--- src/rtl/rx_alu_pkg.sv ---
// rx_alu_pkg: shared widths and one-hot FSM state encodings for the UART/ALU front end
package rx_alu_pkg;
  localparam int RX_DBIT = 8;
  localparam int RX_OPW = 6;
  localparam logic [5:0] S_WAIT_A  = 6'b000001;
  localparam logic [5:0] S_WAIT_B  = 6'b000010;
  localparam logic [5:0] S_WAIT_OP = 6'b000100;
  localparam logic [5:0] S_EXEC    = 6'b001000;
  localparam logic [5:0] S_SEND    = 6'b010000;
  localparam logic [5:0] S_WAIT_TX = 6'b100000;
endpackage

--- src/rtl/rx_alu_frontend_interbyte_timer.sv ---
// interbyte_timer: counts idle cycles while enabled, pulses expire on the last cycle and restarts
module interbyte_timer #(
  parameter int CYCLES = 100000
) (
  input  logic clk,
  input  logic reset,
  input  logic en,
  input  logic clr,
  output logic expire
);
  localparam int CW = $clog2(CYCLES + 1);
  logic [CW-1:0] cnt;
  assign expire = en && !clr && (cnt == CW'(CYCLES - 1));
  // count only while enabled; any byte, expiry or leaving the wait states restarts from 0
  always_ff @(posedge clk or negedge reset)
    if (!reset) cnt <= '0;
    else cnt <= (!en || clr || expire) ? '0 : cnt + 1'b1;
endmodule

--- src/rtl/rx_alu_frontend.sv ---
// rx_alu_frontend: assembles A/B/opcode frames from the receiver, captures the ALU result and starts
// the transmitter; the inter-byte timeout is built only when RX_ALU_FRONTEND_TIMEOUT_EN is defined
module rx_alu_frontend
  import rx_alu_pkg::*;
#(
  parameter int DBIT = RX_DBIT,
  parameter int OPW = RX_OPW,
  parameter int TIMEOUT_CYCLES = 100000
) (
  input  logic            clk,
  input  logic            reset,
  input  logic [DBIT-1:0] rx_data,
  input  logic            rx_done_tick,
  input  logic [DBIT-1:0] alu_result,
  input  logic            tx_done_tick,
  output logic [DBIT-1:0] op_a,
  output logic [DBIT-1:0] op_b,
  output logic [OPW-1:0]  op_code,
  output logic [DBIT-1:0] tx_data,
  output logic            tx_start,
  output logic            busy,
  output logic            overrun,
  output logic            timeout
);
  logic [5:0] state;
  logic expire;
`ifdef RX_ALU_FRONTEND_TIMEOUT_EN
  interbyte_timer #(.CYCLES(TIMEOUT_CYCLES)) u_timer (
    .clk(clk),
    .reset(reset),
    .en(state == S_WAIT_B || state == S_WAIT_OP),
    .clr(rx_done_tick),
    .expire(expire)
  );
`else
  localparam int unused_timeout_cycles = TIMEOUT_CYCLES;
  assign expire = 1'b0;
`endif
  assign busy = |(state & (S_EXEC | S_SEND | S_WAIT_TX));
  // frame assembly FSM; each state consumes at most one rx pulse so a byte never advances two states
  always_ff @(posedge clk or negedge reset)
    if (!reset) begin
      state <= S_WAIT_A;
      op_a <= '0;
      op_b <= '0;
      op_code <= '0;
      tx_data <= '0;
      tx_start <= 1'b0;
      overrun <= 1'b0;
      timeout <= 1'b0;
    end else begin
      tx_start <= (state == S_EXEC);
      timeout <= expire;
      if (rx_done_tick && busy) overrun <= 1'b1;
      case (state)
        S_WAIT_A: if (rx_done_tick) begin
          op_a <= rx_data;
          state <= S_WAIT_B;
        end
        S_WAIT_B: if (rx_done_tick) begin
          op_b <= rx_data;
          state <= S_WAIT_OP;
        end else if (expire) state <= S_WAIT_A;
        S_WAIT_OP: if (rx_done_tick) begin
          op_code <= rx_data[OPW-1:0];
          state <= S_EXEC;
        end else if (expire) state <= S_WAIT_A;
        S_EXEC: begin
          tx_data <= alu_result;
          state <= S_SEND;
        end
        S_SEND: state <= S_WAIT_TX;
        S_WAIT_TX: if (tx_done_tick) state <= S_WAIT_A;
        default: state <= S_WAIT_A;
      endcase
    end
endmodule

--- config.mk ---
export PLATFORM = sky130hd
export DESIGN_NAME = rx_alu_frontend
export DESIGN_NICKNAME = d
export VERILOG_FILES = /design/src/rtl/rx_alu_pkg.sv /design/src/rtl/rx_alu_frontend_interbyte_timer.sv /design/src/rtl/rx_alu_frontend.sv
export SDC_FILE = /design/constraint.sdc
export NUM_CORES = 1
export LEC_CHECK = 0
export CORE_MARGIN = 2
export CORE_UTILIZATION = 47
export DETAILED_ROUTE_END_ITERATION = 10
export GPL_ROUTABILITY_DRIVEN = 1
export HOLD_SLACK_MARGIN = 0.1
export PLACE_DENSITY_LB_ADDON = 0.15
export REMOVE_ABC_BUFFERS = 1
export SYNTH_ARGS = -nofsm -noshare
export SYNTH_HDL_FRONTEND = slang
export SYNTH_SLANG_ARGS = --single-unit
--- constraint.sdc ---
create_clock -name clk -period 4.05 [get_ports clk]
set_clock_uncertainty 0.2 [all_clocks]
set_input_delay 0.405 -clock clk [delete_from_list [all_inputs] [get_ports clk]]
set_output_delay 0.405 -clock clk [all_outputs]
set_load 0.02 [all_outputs]
# Yosys cells after proc, flatten, opt, wreduce, memory -nomap -nowiden
# Cells that the tools add are included.
[word_totals]
ff_bits = 38
input_bits = 20
output_inout_bits = 34
elab_cells = 28
[op_classes]
reduce_logical = 6
n_mux = 5
n_eq_ne = 10
[op_table]
columns = ["op", "count"]
rows = [
  ["$pmux 6 s6", 1],
  ["$mux 6", 4],
  ["$ne 2x2->1 const B", 4],
  ["$eq 6x1->1 const B", 1],
  ["$eq 6x2->1 const B", 1],
  ["$eq 6x3->1 const B", 1],
  ["$eq 6x4->1 const B", 1],
  ["$eq 6x5->1 const B", 1],
  ["$eq 6x6->1 const B", 1],
  ["$reduce_and 2->1", 3],
  ["$reduce_and 4->1", 1],
  ["$reduce_or 3->1", 1],
  ["$logic_and 1x1->1", 1],
]

# Logic depth before layout (Yosys ltp)
# Gate-level depths: netlist of run 1.
[logic_depth]
ltp_word = 3
depth_mapped = 5
depth_no_buf = 4

# Least setup slack after synthesis of run 1
# Ideal clock, no wire load.
[synth_timing]
kind = "register to register"
start = "register state[3]"
end = "register op_code[0]"
setup_time_ns = 0.125
stages_incl_launch_ff = 5
required_time_ns = 3.725
arrival_time_ns = 1.529
setup_slack_ns = 2.196
n_path_buf = 0
period_less_slack_ns = 1.854
cell_sequence = "dfrtp_1 -> nor3_4 -> inv_2 -> nor4_4 -> mux2_2"
[synth_between]
elab_chain_cells = 2
[synth_lines]
columns = ["element", "line", "source"]
rows = [
  ["start: declaration", "rx_alu_frontend.sv:25", "logic [5:0] state;"],
  ["start signal: assignment", "rx_alu_frontend.sv:43", "state <= S_WAIT_A;"],
  ["start signal: assignment", "rx_alu_frontend.sv:58", "state <= S_WAIT_B;"],
  ["start signal: assignment", "rx_alu_frontend.sv:62", "state <= S_WAIT_OP;"],
  ["$eq 6x3->1", "rx_alu_frontend.sv:55", "case (state)"],
  ["$reduce_and 2->1 (no line)", "-", ""],
  ["end signal: assignment", "rx_alu_frontend.sv:65", "op_code <= rx_data[OPW-1:0];"],
  ["end: declaration", "rx_alu_frontend.sv:18", "output logic [OPW-1:0] op_code,"],
]
# No other way between the ends.
# A chain may end at the register's enable or synchronous reset.

# Final worst setup path of run 1
[layout_timing]
start = "register state[3]"
end = "output port busy"
[layout_between]
elab_chain_cells = 1
[layout_lines]
columns = ["element", "line", "source"]
rows = [
  ["$reduce_or 3->1", "rx_alu_frontend.sv:39", "assign busy = |(state & (S_EXEC | S_SEND | S_WAIT_TX));"],
  ["end: declaration", "rx_alu_frontend.sv:21", "output logic busy,"],
]
# No other way between the ends.

==> impl_metrics.tcl, run 1 <==
set metrics [dict create \
    p_sw_share_pct 35.9 \
    preCtsSetupSlack_ps 1760 \
    htreeDepth 2 \
    syn_area_per_cell_sq_um 14.9 \
    syn2layout_area_growth_pct 38.9 \
    dr.pass1.iters 4 \
    combPwrFrac_pct 48.6 \
    first_global_vias 1039 \
    sequentialPowerShare_pct 40.3 \
    die_w_microns 61.2 \
    synthArstFlopShare_pct 100 \
    drive_gt1_share_pct 26.8 \
    cts_buffers 5 \
    cts_tree "done" \
    insertion_delay_ps 340 \
    power_mw 1.65 \
    cts_sinks 38 \
    rsz0062_at_grt "false" \
    track_usage_pct 18.5 \
    crit_type "flop to output pin" \
    routed_wl_mm 2.94 \
    core_area_sq_um 3080 \
    root_buffer "clkbuf_4" \
    period_share_pct 57.8 \
    drv_cap 0 \
    p_leak_nw 0.925 \
    synth_edf_count 0 \
    ys_warn_count 0 \
    power_frac_clock_pct 11.0 \
    power.density_nw_per_um2 775 \
    clock.fmax_mhz 427 \
    ys_seq_area_share_pct 62.0 \
    cp-start-kind "flop" \
    peakVddDrop_mv 0.486 \
    place.port_buffers 52 \
    cts_setup_buffers 0 \
    vias_per_cell 5.07 \
    finalHoldViolations 0 \
    yosys_register_bits 38 \
    fin_setup_tns_ps 0 \
    cts_resized 0 \
    finalCriticalPeriod_ps 2340 \
    layout_commonest_cell "clkdlybuf4s50_1" \
    end_kind "output pin" \
    status "finished, final reports clean" \
    grt_overflow 0 \
    grt_pass1_wl_mm 4.86 \
    drc 0 \
    place_congestion 0.712 \
    io_pins 54 \
    clock_path_buffers 2 \
    layout.nets 177 \
    synthCells 103 \
    drt.antenna.violating_nets 0 \
    start_util_pct 49.9 \
    antenna_found_initial 0 \
    grt_max_degree 39 \
    syn-cell-area_sq_um 1540 \
    worst_pin_slew_ps 813 \
    diodes 0 \
    arrival_ps 1740 \
    drv_slew 0 \
    cp.required_ps 3440 \
    ys_types 28 \
    worstReg2RegStart "state[3]" \
    dpl.hpwl_mm 2.12 \
    die_area_sq_um 3740 \
    slew_headroom_pct 45.8 \
    fp-row-count 20 \
    wl_per_cell_microns 14.6 \
    drtIter0Drc 27 \
    path_max_fanout 6 \
    final-setup-viol-count 0 \
    cts.clk_slew.worst_paths_ps 110 \
    p_switching_mw 0.593 \
    hold_start "overrun" \
    worstHoldPathType "flop to flop" \
    p_int_mw 1.06 \
    holdBufCountCts 1 \
    fin_ws_ps 1710 \
    critPathLaunch "state[3]" \
    die_y_microns 61.2 \
    layout_common_cells "clkdlybuf4s50_1 (51), dfrtp_1 (37), mux2_2 (30)" \
    synthFlopType "dfrtp_1" \
    vias 1019 \
]
## cells in the mapped netlist (2+ instances only)
| library cell | instances | share of area, % |
|---|---|---|
| clkbuf_1 | 3 | 0.73 |
| a21oi_1 | 2 | 0.65 |
| dfrtp_1 | 37 | 60 |
| mux2_2 | 30 | 22 |
| and4b_1 | 2 | 1.3 |
| buf_2 | 2 | 0.65 |
| nand2_1 | 2 | 0.49 |
| nor2_1 | 4 | 0.98 |
| nor3_4 | 2 | 2.1 |
## logic make-up (layout without fill, tap and decap cells)
kind of cell,after synthesis,after routing,synth area share [%]
AO/OA/AOI/OAI,7,7,3.18
XOR/XNOR,1,1,0.571
buffers and inverters,7,61,2.12
flip-flops,38,38,62.0
multiplexers,30,30,22.0
other,1,1,0.244
AND/OR/NAND/NOR,19,19,9.86
## state kept, by name, summed over array words and instances, names as in the netlist
register,count
op_a,8
op_code,6
overrun,1
op_b,8
tx_data,8
state,6
tx_start,1
## layout make-up
type	count	area, sq um
multi-input cells	58	551
clock buffers	7	45.0
repair buffers	53	526
fillers	227	946
inverters	1	3.75
well taps	44	55.1
flip-flops and latches	38	952
## worst max-delay path, stage by stage (launching register included)
cell	delay, ps
dfrtp_1	440
nor3_4	270
inv_2	130
clkdlybuf4s50_1	560
## power by group through the flow
stage          clock (mW)  sequential (mW)  combinational (mW)
2_1_floorplan           0            0.855               0.235
3_3_place_gp            0            0.670               0.797
3_5_place_dp            0            0.676               0.812
4_1_cts             0.187            0.671               0.815
5_1_grt             0.201            0.692               0.857
6_report            0.182            0.667               0.804
## layer usage
layer	vias to the layer above	wire (microns)	global-route usage, %
met3	5	235	7.56
met5	-	0	0
met2	39	1470	30.4
met4	0	46	6.52
li1	479	-	-
met1	496	1190	22.0
## per-stage QoR
stage | instances | area (sq um) | util (%) | hold slack (ps)
3_3_place_gp | 193 | 2080 | 67.5 | 245
6_report | 201 | 2130 | 69.3 | 268
5_1_grt | 201 | 2130 | 69.3 | 294
3_5_place_dp | 193 | 2080 | 67.5 | 246
4_1_cts | 201 | 2130 | 69.3 | 274
2_1_floorplan | 97 | 1510 | - | -90.6
## final timing paths
kind,endpoint,slack (ps),depth (start not counted)
worst min register to register,overrun,270,1
worst min-delay path,overrun,270,1
worst max-delay path,busy,1710,3
worst max register to register,op_code[0],2020,4
max in group asynchronous,op_b[0],2660,2
min in group asynchronous,tx_data[2],480,2
(Power assumes the default switching activity.)
==> run 2: changes to the inputs <==
CORE_UTILIZATION = 40   (was 47)
clock period = 2 ns   (was 4.05 ns; I/O delays follow)
==> impl_metrics.tcl, run 2 (synthesis gave the netlist of run 1 again) <==
set metrics [dict create \
    status "finished, final reports clean" \
    arrival_ps 1860 \
    dpl_cell_area_sq_um 2160 \
    wl_per_cell_microns 14.9 \
    clock_path_buffers 2 \
    hold_ws_ps 265 \
    slowest_stage "dfrtp_1" \
    start_util_pct 41.6 \
    reg.largest.list "op_a: 8 flops, op_b: 8 flops, tx_data: 8 flops" \
    layout_common_cells "clkdlybuf4s50_1 (50), dfrtp_1 (37), mux2_2 (30)" \
    worstReg2RegStart "state[3]" \
    diodes 0 \
    reg2reg_slack_ps 110 \
    path_max_fanout 7 \
    peakVddDrop_mv 1.10 \
    period_share_pct 94.3 \
    r2r_cells 5 \
    dpl.hpwl_mm 2.22 \
    cts_sinks 38 \
    crit_type "flop to flop" \
    worstHoldPathType "flop to flop" \
    cpPeakStageDelay_ps 430 \
    p_leak_nw 1.01 \
    crit_path_cell_trace "nor3_4 -> inv_2 -> nor4_4 -> buf_4 -> mux2_2" \
    cts.clk_slew.worst_paths_ps 70 \
    drv_cap 0 \
    cts_tree "done" \
    htreeDepth 2 \
    hold-path-cell-count 1 \
    place_congestion 0.746 \
    track_usage_pct 16.1 \
    postLayoutCoreUtil_pct 61.8 \
    io_pins 54 \
    cp.required_ps 1970 \
    grt_pass1_wl_mm 5.02 \
    insertion_delay_ps 290 \
    die_w_microns 66.0 \
    cp-start-kind "flop" \
    layout_commonest_cell "clkdlybuf4s50_1" \
    fp-row-count 22 \
    grt_overflow 0 \
    vias_per_cell 4.86 \
    die_y_microns 66.0 \
    r2r_end "op_code[2]" \
    hold_end "overrun" \
    fin_setup_tns_ps 0 \
    power.density_nw_per_um2 1620 \
    routed_wl_mm 3.16 \
    design_area_sq_um 2280 \
    antenna_found_initial 0 \
    finalCriticalPeriod_ps 1890 \
    drv_slew 0 \
    drc 0 \
    root_buffer "clkbuf_8" \
    layout.nets 184 \
    die_area_sq_um 4350 \
    drt.antenna.violating_nets 0 \
    grt_max_degree 39 \
    drive_gt1_share_pct 31.5 \
    dr.pass1.iters 6 \
    vias 1035 \
    drtIter0Drc 20 \
    core_area_sq_um 3690 \
    final-setup-viol-count 0 \
    clock.fmax_mhz 530 \
    hold_start "overrun" \
    end_kind "flop" \
    rsz0062_at_grt "false" \
    first_global_vias 1063 \
    finalHoldViolations 0 \
    place.port_buffers 52 \
    cts_buffers 5 \
    syn2layout_area_growth_pct 48.4 \
]
==> run 2: changes by cell type in the layout (fill, tap and decap cells not counted), sizes merged <==
| cell | change |
|---|---|
| buf | +7 |
| clkbuf | +1 |
| clkdlybuf4s50 | -1 |
| dlygate4sd2 | +1 |
==> run 2: cell type report <==
class                   instances  area [sq um]
well taps                      48          60.1
fillers                       319          1410
clock buffers                   8           110
flip-flops and latches         38           952
inverters                       1          3.75
multi-input cells              58           551
repair buffers                 60           602
==> run 2: where the power goes <==
part | total (mW) | internal, mW | switching (mW)
logic | 1.74 | 0.971 | 0.770
registers | 1.35 | 1.12 | 0.231
clock network | 0.610 | 0.348 | 0.262
total | 3.70 | 2.44 | 1.26
==> run 2: layer usage <==
metal | wire (microns) | vias up | global-route usage [%]
met5 | 0 | - | 0
met4 | 53 | 0 | 6.89
met3 | 251 | 4 | 6.81
met2 | 1570 | 37 | 26.4
met1 | 1290 | 511 | 18.4
li1 | - | 483 | -
==> run 2: what timing repair did <==
item,4_1_cts,5_1_grt
setup buffers,0,0
endpoints found under the setup margin,1,0
hold buffers,1,0
resized for setup,1,0
endpoints found under the hold margin,38,0
==> run 2: worst max-delay path by stage <==
| stage | startpoint | end | depth (start not counted) |
|---|---|---|---|
| after floorplan | state[3] | op_code[0] | 4 |
| after global placement | rx_done_tick | op_b[5] | 5 |
| after detailed placement | rx_done_tick | op_b[7] | 5 |
| after CTS | state[3] | op_code[2] | 5 |
| after global routing | state[3] | op_code[4] | 5 |
| final | state[3] | op_code[2] | 5 |
==> run 2: worst max-delay path, delay by kind of cell, from the launching register on <==
family	cells	cell delay (ps)
muxes	1	340
buffers and inverters	2	320
and+or+nand+nor	2	480
DFF	1	430
==> run 2: through the flow <==
step / power [mW] / cells / worst slack (ps)
2_1_floorplan: 2.21 / 97 / 146
3_3_place_gp: 3.07 / 204 / 141
3_5_place_dp: 3.12 / 204 / 103
4_1_cts: 3.75 / 213 / 109
5_1_grt: 3.91 / 213 / 34.2
6_report: 3.70 / 213 / 114
==> run 3: changes to the inputs <==
CAP_MARGIN = 25   (was default)
==> results of run 3 <==
The final DEF is identical to that of run 2; final timing and power are the same.
